--- src/rtl/branch_hazard_unit_if.sv ---
// branch_hazard_unit_if
//   Bundles the decode/execute hazard signals of the branch hazard unit.
//   master : pipeline side, drives ID/EX status, receives control outputs.
//   slave  : hazard unit side.
//   Signals:
//     ID_valid, ID_isBranch, ID_isJump, ID_branchTaken   ID instruction status
//     ID_PCplus1, ID_offset, ID_jumpTarget [15:0]       target operands
//     ID_rs, ID_rt [3:0]                                ID source registers
//     EX_memRead, EX_regWrite, EX_rd [3:0]              EX instruction status
//     ID_PC [15:0], ID_HazardControl                     registered redirect
//     pcWrite, IFID_write, IFID_flush, IDEX_bubble       pipeline control
//     hazState [1:0]                                     FSM state
//     stallCount, redirectCount [15:0]                   only with HAZARD_STATS_EN
interface branch_hazard_unit_if;
    logic        ID_valid;
    logic        ID_isBranch;
    logic        ID_isJump;
    logic        ID_branchTaken;
    logic [15:0] ID_PCplus1;
    logic [15:0] ID_offset;
    logic [15:0] ID_jumpTarget;
    logic [3:0]  ID_rs;
    logic [3:0]  ID_rt;
    logic        EX_memRead;
    logic        EX_regWrite;
    logic [3:0]  EX_rd;
    logic [15:0] ID_PC;
    logic        ID_HazardControl;
    logic        pcWrite;
    logic        IFID_write;
    logic        IFID_flush;
    logic        IDEX_bubble;
    logic [1:0]  hazState;
`ifdef HAZARD_STATS_EN
    logic [15:0] stallCount;
    logic [15:0] redirectCount;
`endif

    modport master (
        output ID_valid, ID_isBranch, ID_isJump, ID_branchTaken,
               ID_PCplus1, ID_offset, ID_jumpTarget, ID_rs, ID_rt,
               EX_memRead, EX_regWrite, EX_rd,
        input  ID_PC, ID_HazardControl, pcWrite, IFID_write,
               IFID_flush, IDEX_bubble, hazState
`ifdef HAZARD_STATS_EN
        , input stallCount, redirectCount
`endif
    );

    modport slave (
        input  ID_valid, ID_isBranch, ID_isJump, ID_branchTaken,
               ID_PCplus1, ID_offset, ID_jumpTarget, ID_rs, ID_rt,
               EX_memRead, EX_regWrite, EX_rd,
        output ID_PC, ID_HazardControl, pcWrite, IFID_write,
               IFID_flush, IDEX_bubble, hazState
`ifdef HAZARD_STATS_EN
        , output stallCount, redirectCount
`endif
    );
endinterface

--- src/rtl/branch_hazard_unit.sv ---
// branch_hazard_unit
//   Detects load-use and branch operand hazards in ID, stalls the front end,
//   and redirects the PC for taken branches and jumps resolved in ID.
//   Ports:
//     clk    rising-edge clock
//     rst_n  asynchronous active-low reset
//     bus    branch_hazard_unit_if.slave (see interface file for signals)
//   Optional: define HAZARD_STATS_EN to add saturating stallCount and
//   redirectCount statistics outputs on the interface.
module branch_hazard_unit (
    input  logic                        clk,
    input  logic                        rst_n,
    branch_hazard_unit_if.slave         bus
);

    typedef enum logic [1:0] {
        RUN      = 2'd0,
        STALL    = 2'd1,
        REDIRECT = 2'd2,
        UNUSED   = 2'd3
    } state_t;

    state_t      state, state_next;
    logic        dep, is_ctrl, take, stall, flush, enter_redirect;
    logic [15:0] target;

    always_comb begin
        is_ctrl = bus.ID_isBranch | bus.ID_isJump;
        dep     = bus.ID_valid && (bus.EX_rd != '0) &&
                  ((bus.EX_rd == bus.ID_rs) || (bus.EX_rd == bus.ID_rt));
        take    = bus.ID_valid && (bus.ID_isJump || (bus.ID_isBranch && bus.ID_branchTaken));
        // Jump takes priority when both flags are set; branch sum wraps mod 2^16.
        target  = bus.ID_isJump ? bus.ID_jumpTarget : (bus.ID_PCplus1 + bus.ID_offset);
    end

    always_comb begin
        state_next = RUN;
        stall      = 1'b0;
        flush      = 1'b0;
        case (state)
            RUN: begin
                if (dep && bus.EX_memRead && !is_ctrl) begin
                    stall = 1'b1;
                end else if (dep && is_ctrl && bus.EX_memRead) begin
                    // Loaded value is not ready for the ID comparator until
                    // two cycles later: hold one more cycle in STALL.
                    stall      = 1'b1;
                    state_next = STALL;
                end else if (dep && is_ctrl && bus.EX_regWrite) begin
                    stall = 1'b1;
                end else if (take) begin
                    state_next = REDIRECT;
                end
            end
            STALL:    stall = 1'b1;
            REDIRECT: flush = 1'b1;
            default:  ;
        endcase
        // Reset holds the pipeline running regardless of hazard inputs.
        if (!rst_n) begin
            stall      = 1'b0;
            flush      = 1'b0;
            state_next = RUN;
        end
        enter_redirect  = (state_next == REDIRECT);
        bus.pcWrite     = !stall;
        bus.IFID_write  = !stall;
        bus.IFID_flush  = flush;
        bus.IDEX_bubble = stall | flush;
        bus.hazState    = state;
    end

    always_ff @(posedge clk or negedge rst_n) begin
        if (!rst_n) begin
            state <= RUN;
        end else begin
            state <= state_next;
        end
    end

    always_ff @(posedge clk or negedge rst_n) begin
        if (!rst_n) begin
            bus.ID_PC            <= '0;
            bus.ID_HazardControl <= 1'b0;
        end else begin
            bus.ID_HazardControl <= enter_redirect;
            if (enter_redirect) begin
                bus.ID_PC <= target;
            end
        end
    end

`ifdef HAZARD_STATS_EN
    always_ff @(posedge clk or negedge rst_n) begin
        if (!rst_n) begin
            bus.stallCount    <= '0;
            bus.redirectCount <= '0;
        end else begin
            if (stall && (bus.stallCount != '1)) begin
                bus.stallCount <= bus.stallCount + 16'd1;
            end
            if (enter_redirect && (bus.redirectCount != '1)) begin
                bus.redirectCount <= bus.redirectCount + 16'd1;
            end
        end
    end
`endif

endmodule

--- src/flat_wrapper.sv ---
// flat-port wrapper written by rule: the top's interface ports become plain ports
module branch_hazard_unit_flat 
  (clk, rst_n, bus_ID_valid, bus_ID_isBranch, bus_ID_isJump, bus_ID_branchTaken, bus_ID_PCplus1, bus_ID_offset, bus_ID_jumpTarget, bus_ID_rs, bus_ID_rt, bus_EX_memRead, bus_EX_regWrite, bus_EX_rd, bus_ID_PC, bus_ID_HazardControl, bus_pcWrite, bus_IFID_write, bus_IFID_flush, bus_IDEX_bubble, bus_hazState);
  branch_hazard_unit_if bus_i ();
  input  logic clk;
  input  logic rst_n;
  input wire logic [$bits(bus_i.ID_valid)-1:0] bus_ID_valid;
  input wire logic [$bits(bus_i.ID_isBranch)-1:0] bus_ID_isBranch;
  input wire logic [$bits(bus_i.ID_isJump)-1:0] bus_ID_isJump;
  input wire logic [$bits(bus_i.ID_branchTaken)-1:0] bus_ID_branchTaken;
  input wire logic [$bits(bus_i.ID_PCplus1)-1:0] bus_ID_PCplus1;
  input wire logic [$bits(bus_i.ID_offset)-1:0] bus_ID_offset;
  input wire logic [$bits(bus_i.ID_jumpTarget)-1:0] bus_ID_jumpTarget;
  input wire logic [$bits(bus_i.ID_rs)-1:0] bus_ID_rs;
  input wire logic [$bits(bus_i.ID_rt)-1:0] bus_ID_rt;
  input wire logic [$bits(bus_i.EX_memRead)-1:0] bus_EX_memRead;
  input wire logic [$bits(bus_i.EX_regWrite)-1:0] bus_EX_regWrite;
  input wire logic [$bits(bus_i.EX_rd)-1:0] bus_EX_rd;
  output wire logic [$bits(bus_i.ID_PC)-1:0] bus_ID_PC;
  output wire logic [$bits(bus_i.ID_HazardControl)-1:0] bus_ID_HazardControl;
  output wire logic [$bits(bus_i.pcWrite)-1:0] bus_pcWrite;
  output wire logic [$bits(bus_i.IFID_write)-1:0] bus_IFID_write;
  output wire logic [$bits(bus_i.IFID_flush)-1:0] bus_IFID_flush;
  output wire logic [$bits(bus_i.IDEX_bubble)-1:0] bus_IDEX_bubble;
  output wire logic [$bits(bus_i.hazState)-1:0] bus_hazState;
  assign bus_i.ID_valid = bus_ID_valid;
  assign bus_i.ID_isBranch = bus_ID_isBranch;
  assign bus_i.ID_isJump = bus_ID_isJump;
  assign bus_i.ID_branchTaken = bus_ID_branchTaken;
  assign bus_i.ID_PCplus1 = bus_ID_PCplus1;
  assign bus_i.ID_offset = bus_ID_offset;
  assign bus_i.ID_jumpTarget = bus_ID_jumpTarget;
  assign bus_i.ID_rs = bus_ID_rs;
  assign bus_i.ID_rt = bus_ID_rt;
  assign bus_i.EX_memRead = bus_EX_memRead;
  assign bus_i.EX_regWrite = bus_EX_regWrite;
  assign bus_i.EX_rd = bus_EX_rd;
  assign bus_ID_PC = bus_i.ID_PC;
  assign bus_ID_HazardControl = bus_i.ID_HazardControl;
  assign bus_pcWrite = bus_i.pcWrite;
  assign bus_IFID_write = bus_i.IFID_write;
  assign bus_IFID_flush = bus_i.IFID_flush;
  assign bus_IDEX_bubble = bus_i.IDEX_bubble;
  assign bus_hazState = bus_i.hazState;
  branch_hazard_unit u_core (.clk(clk), .rst_n(rst_n), .bus(bus_i));
endmodule
--- config.mk ---
export PLATFORM = sky130hd
export DESIGN_NAME = branch_hazard_unit_flat
export DESIGN_NICKNAME = d
export VERILOG_FILES = /design/src/rtl/branch_hazard_unit_if.sv /design/src/rtl/branch_hazard_unit.sv /design/src/flat_wrapper.sv
export SDC_FILE = /design/constraint.sdc
export NUM_CORES = 1
export LEC_CHECK = 0
export CORE_ASPECT_RATIO = 1.25
export CORE_UTILIZATION = 41
export DETAILED_ROUTE_END_ITERATION = 12
export PLACE_DENSITY = 0.82
export SKIP_LAST_GASP = 1
export SLEW_MARGIN = 20
export SYNTH_ARGS = -nofsm -noshare
export SYNTH_HDL_FRONTEND = slang
export SYNTH_SLANG_ARGS = --single-unit
--- constraint.sdc ---
create_clock -name clk -period 2.3 [get_ports clk]
set_clock_uncertainty 0.05 [all_clocks]
set_input_delay 0.575 -clock clk [delete_from_list [all_inputs] [get_ports clk]]
set_output_delay 0.575 -clock clk [all_outputs]
set_load 0.01 [all_outputs]
### Yosys cells after proc, flatten, opt, wreduce, memory -nomap -nowiden

Cells that the tools add are included.

* equality and inequality tests: 5
* add/subtract/negate cells: 1
* bitwise operators: 2
* muxes and demuxes: 14
* reductions and logical operators: 15

Operator list (number)
* adder 16 bit: 1
* 2-to-1 mux 16 bit: 1
* 2-to-1 mux 2 bit: 6
* logical AND 1 bit: 9
* equality test 4 bit: 2
* 2-to-1 mux 1 bit: 6
* equality test 2 bit (second input constant): 2
* nonzero test 4 bit: 1
* equality test 2 x 1 -> 1 bit (second input constant): 1
* zero test 1 bit: 2
* zero test 2 bit: 1
* logical OR 1 bit: 2
* OR 1 bit: 2
* case mux 1 bit (2 select lines): 1

* register bits after elaboration: 19
* output and inout bits: 23
* logic and storage cells: 40

### Depth between registers and ports, before layout

Gate-level depths: netlist of run 1.

* word-level depth: 11
* mapped depth: 9

### Least setup slack after synthesis of run 1

Ideal clock, no wire load.

* path kind: input-to-reg
* start point: in bus_ID_offset[0]
* end point: reg u_core.bus.ID_PC[12]
* stages on the path: 9
* setup time: 0.126 ns
* data arrival time: 2.405 ns
* setup slack: -0.281 ns
* cells stage by stage: ha_1 > inv_1 > fa_1 > and2b_1 > o21ai_2 > o221ai_2 > a41oi_2 > o2111a_1 > o32a_1

* longest elaborated chain between the ends: 2

RTL lines
* start, declared: RTL line flat_wrapper.sv:12 `input wire logic [$bits(bus_i.ID_offset)-1:0] bus_ID_offset;`
* adder 16 bit: RTL line branch_hazard_unit.sv:33 `target = bus.ID_isJump ? bus.ID_jumpTarget : (bus.ID_PCplus1 + bus.ID_offset);`
* 2-to-1 mux 16 bit: RTL line branch_hazard_unit.sv:33
* end signal, assigned: RTL line branch_hazard_unit.sv:88 `bus.ID_PC <= target;`
* end, declared: RTL line branch_hazard_unit_if.sv:54 `output ID_PC, ID_HazardControl, pcWrite, IFID_write,`

Every way passes these cells.
A chain may end at the register's enable or synchronous reset.

### Final worst setup path of run 1

* start point: in bus_EX_rd[1]
* end point: out bus_IDEX_bubble

* longest elaborated chain between the ends: 11
* elaborated cells between the ends (all ways): 17
* classes of those cells: eq/ne (2); mux (5); bitwise (1); reduce/logical (9)

RTL lines
* start, declared: RTL line flat_wrapper.sv:18 `input wire logic [$bits(bus_i.EX_rd)-1:0] bus_EX_rd;`
* equality test 4 bit or nonzero test 4 bit (tied branches): RTL line branch_hazard_unit.sv:30, branch_hazard_unit.sv:29
* logical OR 1 bit or logical AND 1 bit (tied branches): RTL line branch_hazard_unit.sv:30, branch_hazard_unit.sv:29
* logical AND 1 bit (*): RTL line branch_hazard_unit.sv:29 `dep = bus.ID_valid && (bus.EX_rd != '0) &&`
* logical AND 1 bit: RTL line branch_hazard_unit.sv:44, branch_hazard_unit.sv:49
* logical AND 1 bit: RTL line branch_hazard_unit.sv:49 `end else if (dep && is_ctrl && bus.EX_regWrite) begin`
* 2-to-1 mux 1 bit: RTL line branch_hazard_unit.sv:49
* 2-to-1 mux 1 bit: RTL line branch_hazard_unit.sv:44 `end else if (dep && is_ctrl && bus.EX_memRead) begin`
* 2-to-1 mux 1 bit (*): RTL line branch_hazard_unit.sv:42 `if (dep && bus.EX_memRead && !is_ctrl) begin`
* case mux 1 bit (2 select lines) (*): RTL line branch_hazard_unit.sv:40 `case (state)`
* 2-to-1 mux 1 bit (*): RTL line branch_hazard_unit.sv:60 `if (!rst_n) begin`
* OR 1 bit (*): RTL line branch_hazard_unit.sv:69 `bus.IDEX_bubble = stall | flush;`
* end, declared: RTL line flat_wrapper.sv:24 `output wire logic [$bits(bus_i.IDEX_bubble)-1:0] bus_IDEX_bubble;`

Mark *: on every way between the ends. The rest lies on a longest branch, timed or not.

==> impl_metrics.ini, run 1 <==
[pwr]
leakagePower_uw = 0.00174
ir_drop_v = 0.000264
power.density_nw_per_um2 = 476

[drt]
detail_route.iter0.violations = 212
wire_per_inst_um = 22.7
firstDrtPassIters = 5
drc = 0
via_per_inst = 6.19
ant_nets = 0
wl_um = 10200
vias = 2768

[synthesis]
synth-simple-area-share_pct = 20.5
async_flop_share_pct = 100
syn_nets = 303
synth_cell_type_count = 48
synth_top_family_by_area = compound AO/OA/AOI/OAI gates
ys.flop_type = dfrtp_1
seq_area_frac_synth_pct = 26.4
synth_fa_ha_area_share_pct = 11.5
synth_area_um2 = 1800
ys_ff_latch = 19
ys_warn_count = 0
synthMuxAreaShare_pct = 2.23
synthXorXnorAreaFrac_pct = 7.30
postSynthCellCount = 219
synth-edff-count = 0
syn_avg_cell_area_um2 = 8.22
synth_compound_area_share_pct = 27.7

[floorplanning]
chipWidth_um = 61.3
num_io_pins = 91
row_count = 26
dieHeight_um = 76.1
core_um2 = 4130
die_area_um2 = 4660
start_util_pct = 43.5

[sta]
fin_tns_setup_ps = -3730
post-route-period-util_pct = 116
hold_violations = 0
fin_hold_ws_ps = 504
worst_slack_ps = -358
min_period_ps = 2660
tightest_slew_ps = 470
finalSetupViolations = 20
drv_slew = 0
max_slew_margin_pct = 68.4
max_freq_mhz = 376
rsz0062_at_grt = yes

[clocking]
cts_sinks = 19
insertion_delay_ps = 270
cts_tree = yes
clk_pin_slew_ps = 80
clockRootBuffer = clkbuf_8
htreeDepth = 1
clock_path_buffers = 2
cts-buffers-inserted = 3

[global_routing]
grt_pass1_wl_um = 12600
grt_pass1_vias = 2525
track_usage_pct = 36.0
grt_overflow = 0
grt_antenna_before_repair = 0
grt_max_degree = 32

[placement]
dp_slack_ps = -905
placed_cells = 412
portBuffers = 90
place_congestion = 0.816
hpwlAfterDp_um = 4540

[outcome]
violations = setup timing
status = finished, violations left

[setup_path]
cp.required_ps = 1670
crit_slowest_cell = a221oi_2
cp-end-kind = primary output
path_cells = buf_12 -> buf_4 -> xnor2_1 -> nand4_1 -> a221oi_2 -> o21ai_2 -> nand2_1 -> buf_2
crit_path_max_fanout = 3
r2r_setup_slack_ps = 260
crit_path_start_kind = primary input
max_stage_delay_ps = 420
critical_path_arrival_ps = 2030
rr_worst_depth = 8
critPathKind = in -> out

[cells_and_area]
synthToLayoutAreaGrowth_pct = 114
final_nets = 476
diodes = 0
drive_above_1_share_pct = 44.8
final_cells = 447

[worst_hold_path]
hold_depth = 2
hp-class = reg -> reg

[job]
cap_violations = 0
-- critical path: cells and delay by family --
kind / cells / cell delay, ps
AO/OA/AOI/OAI: 2 / 540
buffers and inverters: 3 / 380
AND/OR/NAND/NOR: 2 / 300
XOR/XNOR: 1 / 240
-- Yosys cell counts (2+ instances only) --
cell type / n / area (um2)
xnor2_1: 11 / 96.3
nand2b_1: 4 / 25.0
nor4_1: 3 / 18.8
nand3_1: 2 / 10.0
a31oi_1: 8 / 50.1
mux2i_1: 4 / 40.0
o21ai_0: 15 / 75.1
a21oi_1: 21 / 105
buf_4: 2 / 15.0
inv_1: 10 / 37.5
a211oi_1: 3 / 22.5
ha_1: 15 / 188
and2_1: 3 / 18.8
and3_1: 3 / 18.8
clkbuf_1: 3 / 11.3
xor2_1: 4 / 35.0
a21o_1: 5 / 37.5
dfrtp_1: 19 / 475
nor3_1: 4 / 20.0
nand4_1: 3 / 18.8
nor2_1: 22 / 82.6
o22ai_1: 2 / 12.5
o211ai_1: 3 / 22.5
nand2_1: 21 / 78.8
buf_2: 2 / 10.0
and2b_1: 2 / 15.0
nor2b_1: 4 / 25.0
-- logic make-up after synthesis --
logic type      Yosys count
compound gates           72
fa+ha+maj                16
mux                       4
buf+inv                  18
xor+xnor                 15
flops                    19
simple gates             75
-- placed cells by master, fill, tap and decap left out, types with 3 or more instances in the layout --
cell | synthesis | routed
ha_4 | 0 | 10
nand2b_1 | 4 | 4
a31oi_1 | 8 | 7
dlygate4sd2_1 | 0 | 8
dlymetal6s2s_1 | 0 | 7
a21oi_2 | 0 | 7
buf_4 | 2 | 78
xor2_1 | 4 | 3
clkdlybuf4s50_1 | 0 | 54
o21ai_2 | 1 | 8
o21ai_0 | 15 | 4
xnor2_1 | 11 | 4
xnor2_4 | 0 | 3
nor3_1 | 4 | 4
inv_2 | 0 | 4
xnor2_2 | 0 | 4
a21o_1 | 5 | 5
o211ai_1 | 3 | 3
buf_6 | 0 | 12
ha_1 | 15 | 3
nor2_1 | 22 | 19
nand2_1 | 21 | 19
mux2i_1 | 4 | 3
dfrtp_1 | 19 | 19
nor2b_1 | 4 | 3
buf_2 | 2 | 10
nor2_2 | 0 | 3
a21oi_1 | 21 | 13
clkbuf_8 | 0 | 3
o21ai_1 | 1 | 5
nand4_1 | 3 | 3
inv_1 | 10 | 6
buf_12 | 0 | 3
-- where the power goes --
part           switching (uW)  total [uW]  internal [uW]
Sequential               66.6         479            413
Combinational             504        1100            594
Clock                     135         256            121
Total                     705        1830           1130
-- metrics by stage --
step | area (um2) | util (%) | power [uW]
after global routing | 3850 | 93.2 | 1920
after detailed placement | 3180 | 77.0 | 1280
after floorplan | 1810 | - | 807
final | 3850 | 93.2 | 1830
after global placement | 3180 | 77.0 | 1260
after CTS | 3470 | 83.9 | 1580
-- final cells by class --
| cell class | count | area (um2) |
|---|---|---|
| multi-input cells | 182 | 1660 |
| clock buffers | 3 | 41.3 |
| flip-flops and latches | 19 | 475 |
| inverters | 10 | 37.5 |
| clock inverters | 1 | 5.00 |
| well taps | 56 | 70.1 |
| repair buffers | 176 | 1560 |
| fillers | 124 | 282 |
-- layer usage --
layer / GRT usage, % / wire length (um) / vias up
li1: - / - / 1148
met1: 36.4 / 3320 / 1308
met2: 58.9 / 5050 / 235
met3: 16.3 / 1100 / 77
met4: 19.8 / 695 / 0
met5: 0 / 0 / -
-- path summary, 6_finish.rpt --
kind | startpoint | endpoint
min in group asynchronous | rst_n | u_core.bus.hazState[0]
min reg2reg | u_core.bus.ID_PC[14] | u_core.bus.ID_PC[14]
min | u_core.bus.ID_PC[14] | u_core.bus.ID_PC[14]
max reg2reg | u_core.bus.hazState[1] | u_core.bus.ID_PC[14]
max in group asynchronous | rst_n | u_core.bus.ID_PC[13]
max | bus_EX_rd[1] | bus_IDEX_bubble
-- flip-flops by register name, summed over array words and instances (netlist names) --
name,flops
u_core.bus.ID_PC,16
u_core.bus.hazState,2
u_core.bus.ID_HazardControl,1
-- what timing repair did --
action | 4_1_cts | 5_1_grt
resized for setup | 112 | 79
setup buffers | 27 | 9
setup endpoints to repair | 20 | 21
cloned | 0 | 0
hold buffers | 0 | 0
pin swaps | 37 | 41
Note: power is estimated with default switching activity, not from simulation.
==> run 2: changes to the inputs <==
MAX_ROUTING_LAYER = met4   (was unset)
SKIP_LAST_GASP = unset   (was 1)
==> impl_metrics.ini, run 2 (synthesis results as in run 1) <==
[floorplanning]
num_io_pins = 91
core_um2 = 4130
dieHeight_um = 76.1
chipWidth_um = 61.3
row_count = 26
die_area_um2 = 4660
start_util_pct = 43.5

[setup_path]
r2r_setup_slack_ps = 380
timing.rr.end = u_core.bus.ID_PC[8]
critPathKind = in -> reg
critical_path_arrival_ps = 2680
startpoint = bus_ID_PCplus1[10]
cp-end-kind = register
cp.required_ps = 2430
r2r-start = u_core.bus.hazState[1]
crit_path_max_fanout = 4
crit_path_start_kind = primary input
rr_worst_depth = 8
endpoint = u_core.bus.ID_PC[14]

[outcome]
status = finished, violations left
violations = setup timing

[drt]
firstDrtPassIters = 9
via_per_inst = 6.80
wl_um = 12200
drc = 0
detail_route.iter0.violations = 474
ant_nets = 0
vias = 3034
wire_per_inst_um = 27.2

[sta]
post-route-period-util_pct = 111
min_period_ps = 2550
tightest_slew_ps = 611
max_slew_margin_pct = 58.9
worst_slack_ps = -254
fin_hold_ws_ps = 245
finalSetupViolations = 19
rsz0062_at_grt = yes
drv_slew = 0
max_freq_mhz = 392
hold_violations = 0

[pwr]
ir_drop_v = 0.000328
p_int_uw = 1130
leakagePower_uw = 0.00178
swShare_pct = 40.5
pwr-share-comb_pct = 61.2
power.density_nw_per_um2 = 487
switchingPower_uw = 772
pwr-share-clk_pct = 13.7
seq_power_share_pct = 25.2

[global_routing]
grt_max_degree = 32
grt_pass1_wl_um = 11800
grt_overflow = 0
grt_pass1_vias = 2515
track_usage_pct = 34.4
grt_antenna_before_repair = 0

[cells_and_area]
diodes = 0
largest-register = u_core.bus.ID_PC
largest_register_ff_count = 16
drive_above_1_share_pct = 45.1
synthToLayoutAreaGrowth_pct = 117
final_common_cell = buf_4
layout_common_cells = buf_4, clkdlybuf4s50_1, nor2_1, dfrtp_1, nand2_1
final_cells = 446
final_nets = 475

[clocking]
cts_sinks = 19
clock_path_buffers = 2
htreeDepth = 1
clockRootBuffer = clkbuf_8
insertion_delay_ps = 270
cts_tree = yes
clk_pin_slew_ps = 90
cts-buffers-inserted = 3

[placement]
placed_cells = 412
hpwlAfterDp_um = 4540
portBuffers = 90
place_congestion = 0.828

[worst_hold_path]
hp-class = in -> async

[job]
cap_violations = 0
run 2: changes by cell type in the layout (fill, tap and decap cells not counted), moves of 3 or more:
cell and delta:
buf_4 -7, buf_6 +4, clkdlybuf4s50_1 -3, dlygate4sd2_1 +3, o21ai_0 +3
run 2: worst min-delay path by stage:
stage / startpoint / to / slack (ps) / cells past startpoint
after detailed placement: u_core.bus.ID_PC[15] / u_core.bus.ID_PC[15] / 430 / 2
final: rst_n / u_core.bus.hazState[0] / 250 / 2
after floorplan: rst_n / u_core.bus.ID_HazardControl / 230 / 0
after global placement: u_core.bus.ID_PC[15] / u_core.bus.ID_PC[15] / 430 / 2
after global routing: rst_n / u_core.bus.hazState[0] / 260 / 2
after CTS: u_core.bus.ID_PC[15] / u_core.bus.ID_PC[15] / 460 / 2
run 2: what timing repair did:
item / in CTS / in global routing
pin swaps: 37 / 42
buffers inserted: 27 / 7
resized for setup: 124 / 78
setup endpoints to repair: 20 / 21
hold buffers: 0 / 0
run 2: metrics by stage:
step                      area, um2  total power [uW]  setup WS, ps  utilization (%)  setup TNS, ps
after floorplan                1810               807          -148                -           -190
after global placement         3180              1260          -791             77.0          -9900
after detailed placement       3180              1280          -905             77.0         -10600
after CTS                      3490              1590         -23.9             84.6          -46.2
after global routing           3910              1970          -497             94.6          -4340
final                          3910              1910          -254             94.6          -1900
run 2: critical path: stages:
cell and delay (ps):
clkdlybuf4s50_1 460, ha_4 310, buf_4 130, buf_4 130, nand2_2 120, nand2_1 100
nand2_1 80, a211oi_1 380, nand2_1 160, o32ai_2 240
run 2: power by group through the flow:
stage	combinational [uW]	sequential [uW]	clock, uW
final	1170	479	261
after global routing	1230	477	265
after CTS	892	460	238
after detailed placement	813	465	0
after global placement	795	461	0
after floorplan	310	497	0
run 2: per-layer routing:
metal / wire length (um) / part of all wire [%] / track usage, % / vias up
met4: 1120 / 9.2 / 16.8 / 0
met3: 1530 / 13 / 10.9 / 133
li1: - / - / - / 1149
met1: 3740 / 31 / 36.6 / 1372
met2: 5760 / 47 / 55.7 / 380
met5: 0 / 0 / - / -
run 2: area by class of cell:
type	instances	area, um2
inverters	10	37.5
well taps	56	70.1
clock inverters	1	5.00
fillers	110	223
multi-input cells	182	1700
flip-flops and latches	19	475
clock buffers	3	41.3
repair buffers	175	1580
==> run 3: changes to the inputs <==
CORE_ASPECT_RATIO = 2   (was 1.25)
==> impl_metrics.ini, run 3 (synthesis results as in run 1) <==
[worst_hold_path]
hp-class = in -> async

[sta]
min_period_ps = 2440
max_freq_mhz = 410
post-route-period-util_pct = 106
finalSetupViolations = 6
tightest_slew_ps = 389
drv_slew = 0
fin_tns_setup_ps = -321
worst_slack_ps = -139
max_slew_margin_pct = 73.8
rsz0062_at_grt = yes
hold_violations = 0

[drt]
detail_route.iter0.violations = 83
ant_nets = 0
drc = 0
wire_per_inst_um = 18.3
via_per_inst = 5.78
vias = 2456
wl_um = 7790
firstDrtPassIters = 4

[floorplanning]
chipWidth_um = 48.8
start_util_pct = 43.1
core_um2 = 4170
num_io_pins = 91
row_count = 33
dieHeight_um = 95.7
die_area_um2 = 4670

[global_routing]
use_met1_pct = 25.8
grt_max_degree = 32
grtUsageMet3_pct = 2.55
grt_overflow = 0
track_usage_pct = 29.4
grt_pass1_wl_um = 10300
grt_pass1_vias = 2414
busiest_layer = met2
grt_antenna_before_repair = 0
grt_use_met2_pct = 58.7

[setup_path]
crit_path_start_kind = primary input
cp_num_buf_inv = 2
critPathKind = in -> reg
critical_path_arrival_ps = 2560
path_cells = clkdlybuf4s50_1 -> ha_2 -> buf_4 -> nand2_1 -> nand2_1 -> nand2_1 -> a211oi_1 -> nand2_1 -> o32ai_2
cp.required_ps = 2420
cp-end-kind = register
startpoint = bus_ID_offset[11]
crit_top_cell = nand2_1
r2r-start = u_core.bus.hazState[1]
crit_path_max_fanout = 4
cpLargestDelayFamily = compound AO/OA/AOI/OAI gates
max_stage_delay_ps = 430
crit_slowest_cell = clkdlybuf4s50_1

[pwr]
power.density_nw_per_um2 = 465
ir_drop_v = 0.000267
power.total_uw = 1690
leakagePower_uw = 0.00164

[clocking]
holdBufCountCts = 0
clock_path_buffers = 2
clk_pin_slew_ps = 70
htreeDepth = 1
insertion_delay_ps = 260
clockRootBuffer = clkbuf_8
cts_tree = yes
cts_sinks = 19
cts-buffers-inserted = 3

[placement]
place_congestion = 0.814
placed_area_um2 = 3140
portBuffers = 90
hpwlAfterDp_um = 4950

[outcome]
status = finished, violations left
violations = setup timing

[cells_and_area]
largest-register = u_core.bus.ID_PC
final_common_cell = buf_4
largest_register_ff_count = 16
fill_cells = 213
drive_above_1_share_pct = 38.6
synthToLayoutAreaGrowth_pct = 102
diodes = 0
layout_common_cells = buf_4, clkdlybuf4s50_1, nor2_1, nand2_1, dfrtp_1
finish.utilization_pct = 86.9
fin_area_um2 = 3630
final_nets = 458

[job]
cap_violations = 0
[run 3: final timing paths]
path | end | cells past startpoint | slack, ps
hold reg to reg | u_core.bus.ID_PC[2] | 2 | 480
hold / removal | u_core.bus.ID_HazardControl | 2 | 360
min in group clk | u_core.bus.ID_PC[2] | 2 | 480
setup / recovery | u_core.bus.ID_PC[14] | 9 | -140
max in group asynchronous | u_core.bus.ID_PC[5] | 3 | 1620
setup reg to reg | u_core.bus.ID_PC[10] | 7 | 410
[run 3: cell type report]
class	instances	area (um2)	share of cell area [%]
inverter	10	37.5	1.04
clock inverter	1	5.00	0.138
clock buffer	3	41.3	1.14
tap	52	65.1	1.79
timing repair buffer	158	1400	38.6
sequential	19	475	13.1
multi-input combinational	182	1600	44.2
[run 3: per-stage QoR]
step	std cells	worst slack, ps	hold WS (ps)
floorplan	219	-148	229
finish	425	-139	364
global route	425	-156	367
CTS	418	-84.4	360
detailed placement	405	-889	445
global placement	405	-798	441
[run 3: routing by layer]
metal | vias to the layer above | part of all wire (%)
li1 | 1110 | -
met1 | 1178 | 33
met5 | - | 0
met3 | 37 | 5.7
met4 | 0 | 5.1
met2 | 131 | 57
[run 3: what timing repair did]
action                                  4_1_cts  5_1_grt
endpoints found under the setup margin       21       11
pin swaps                                    41       34
gates cloned                                  0        0
setup buffers                                 9        8
resized for setup                           128       43
[run 3: power breakdown]
group / leakage (uW) / total (uW) / internal (uW) / switching [uW]
clock network: 0.0000255 / 235 / 120 / 114
registers: 0.000224 / 465 / 413 / 52.4
logic: 0.00140 / 986 / 553 / 432
[run 3: worst register-to-register path: stages (launching register included)]
cell	delay, ps
dfrtp_1	410
nor2b_1	170
nor3b_2	230
nand2_1	160
nor3_4	180
buf_12	180
mux2i_1	270
o21ai_1	120
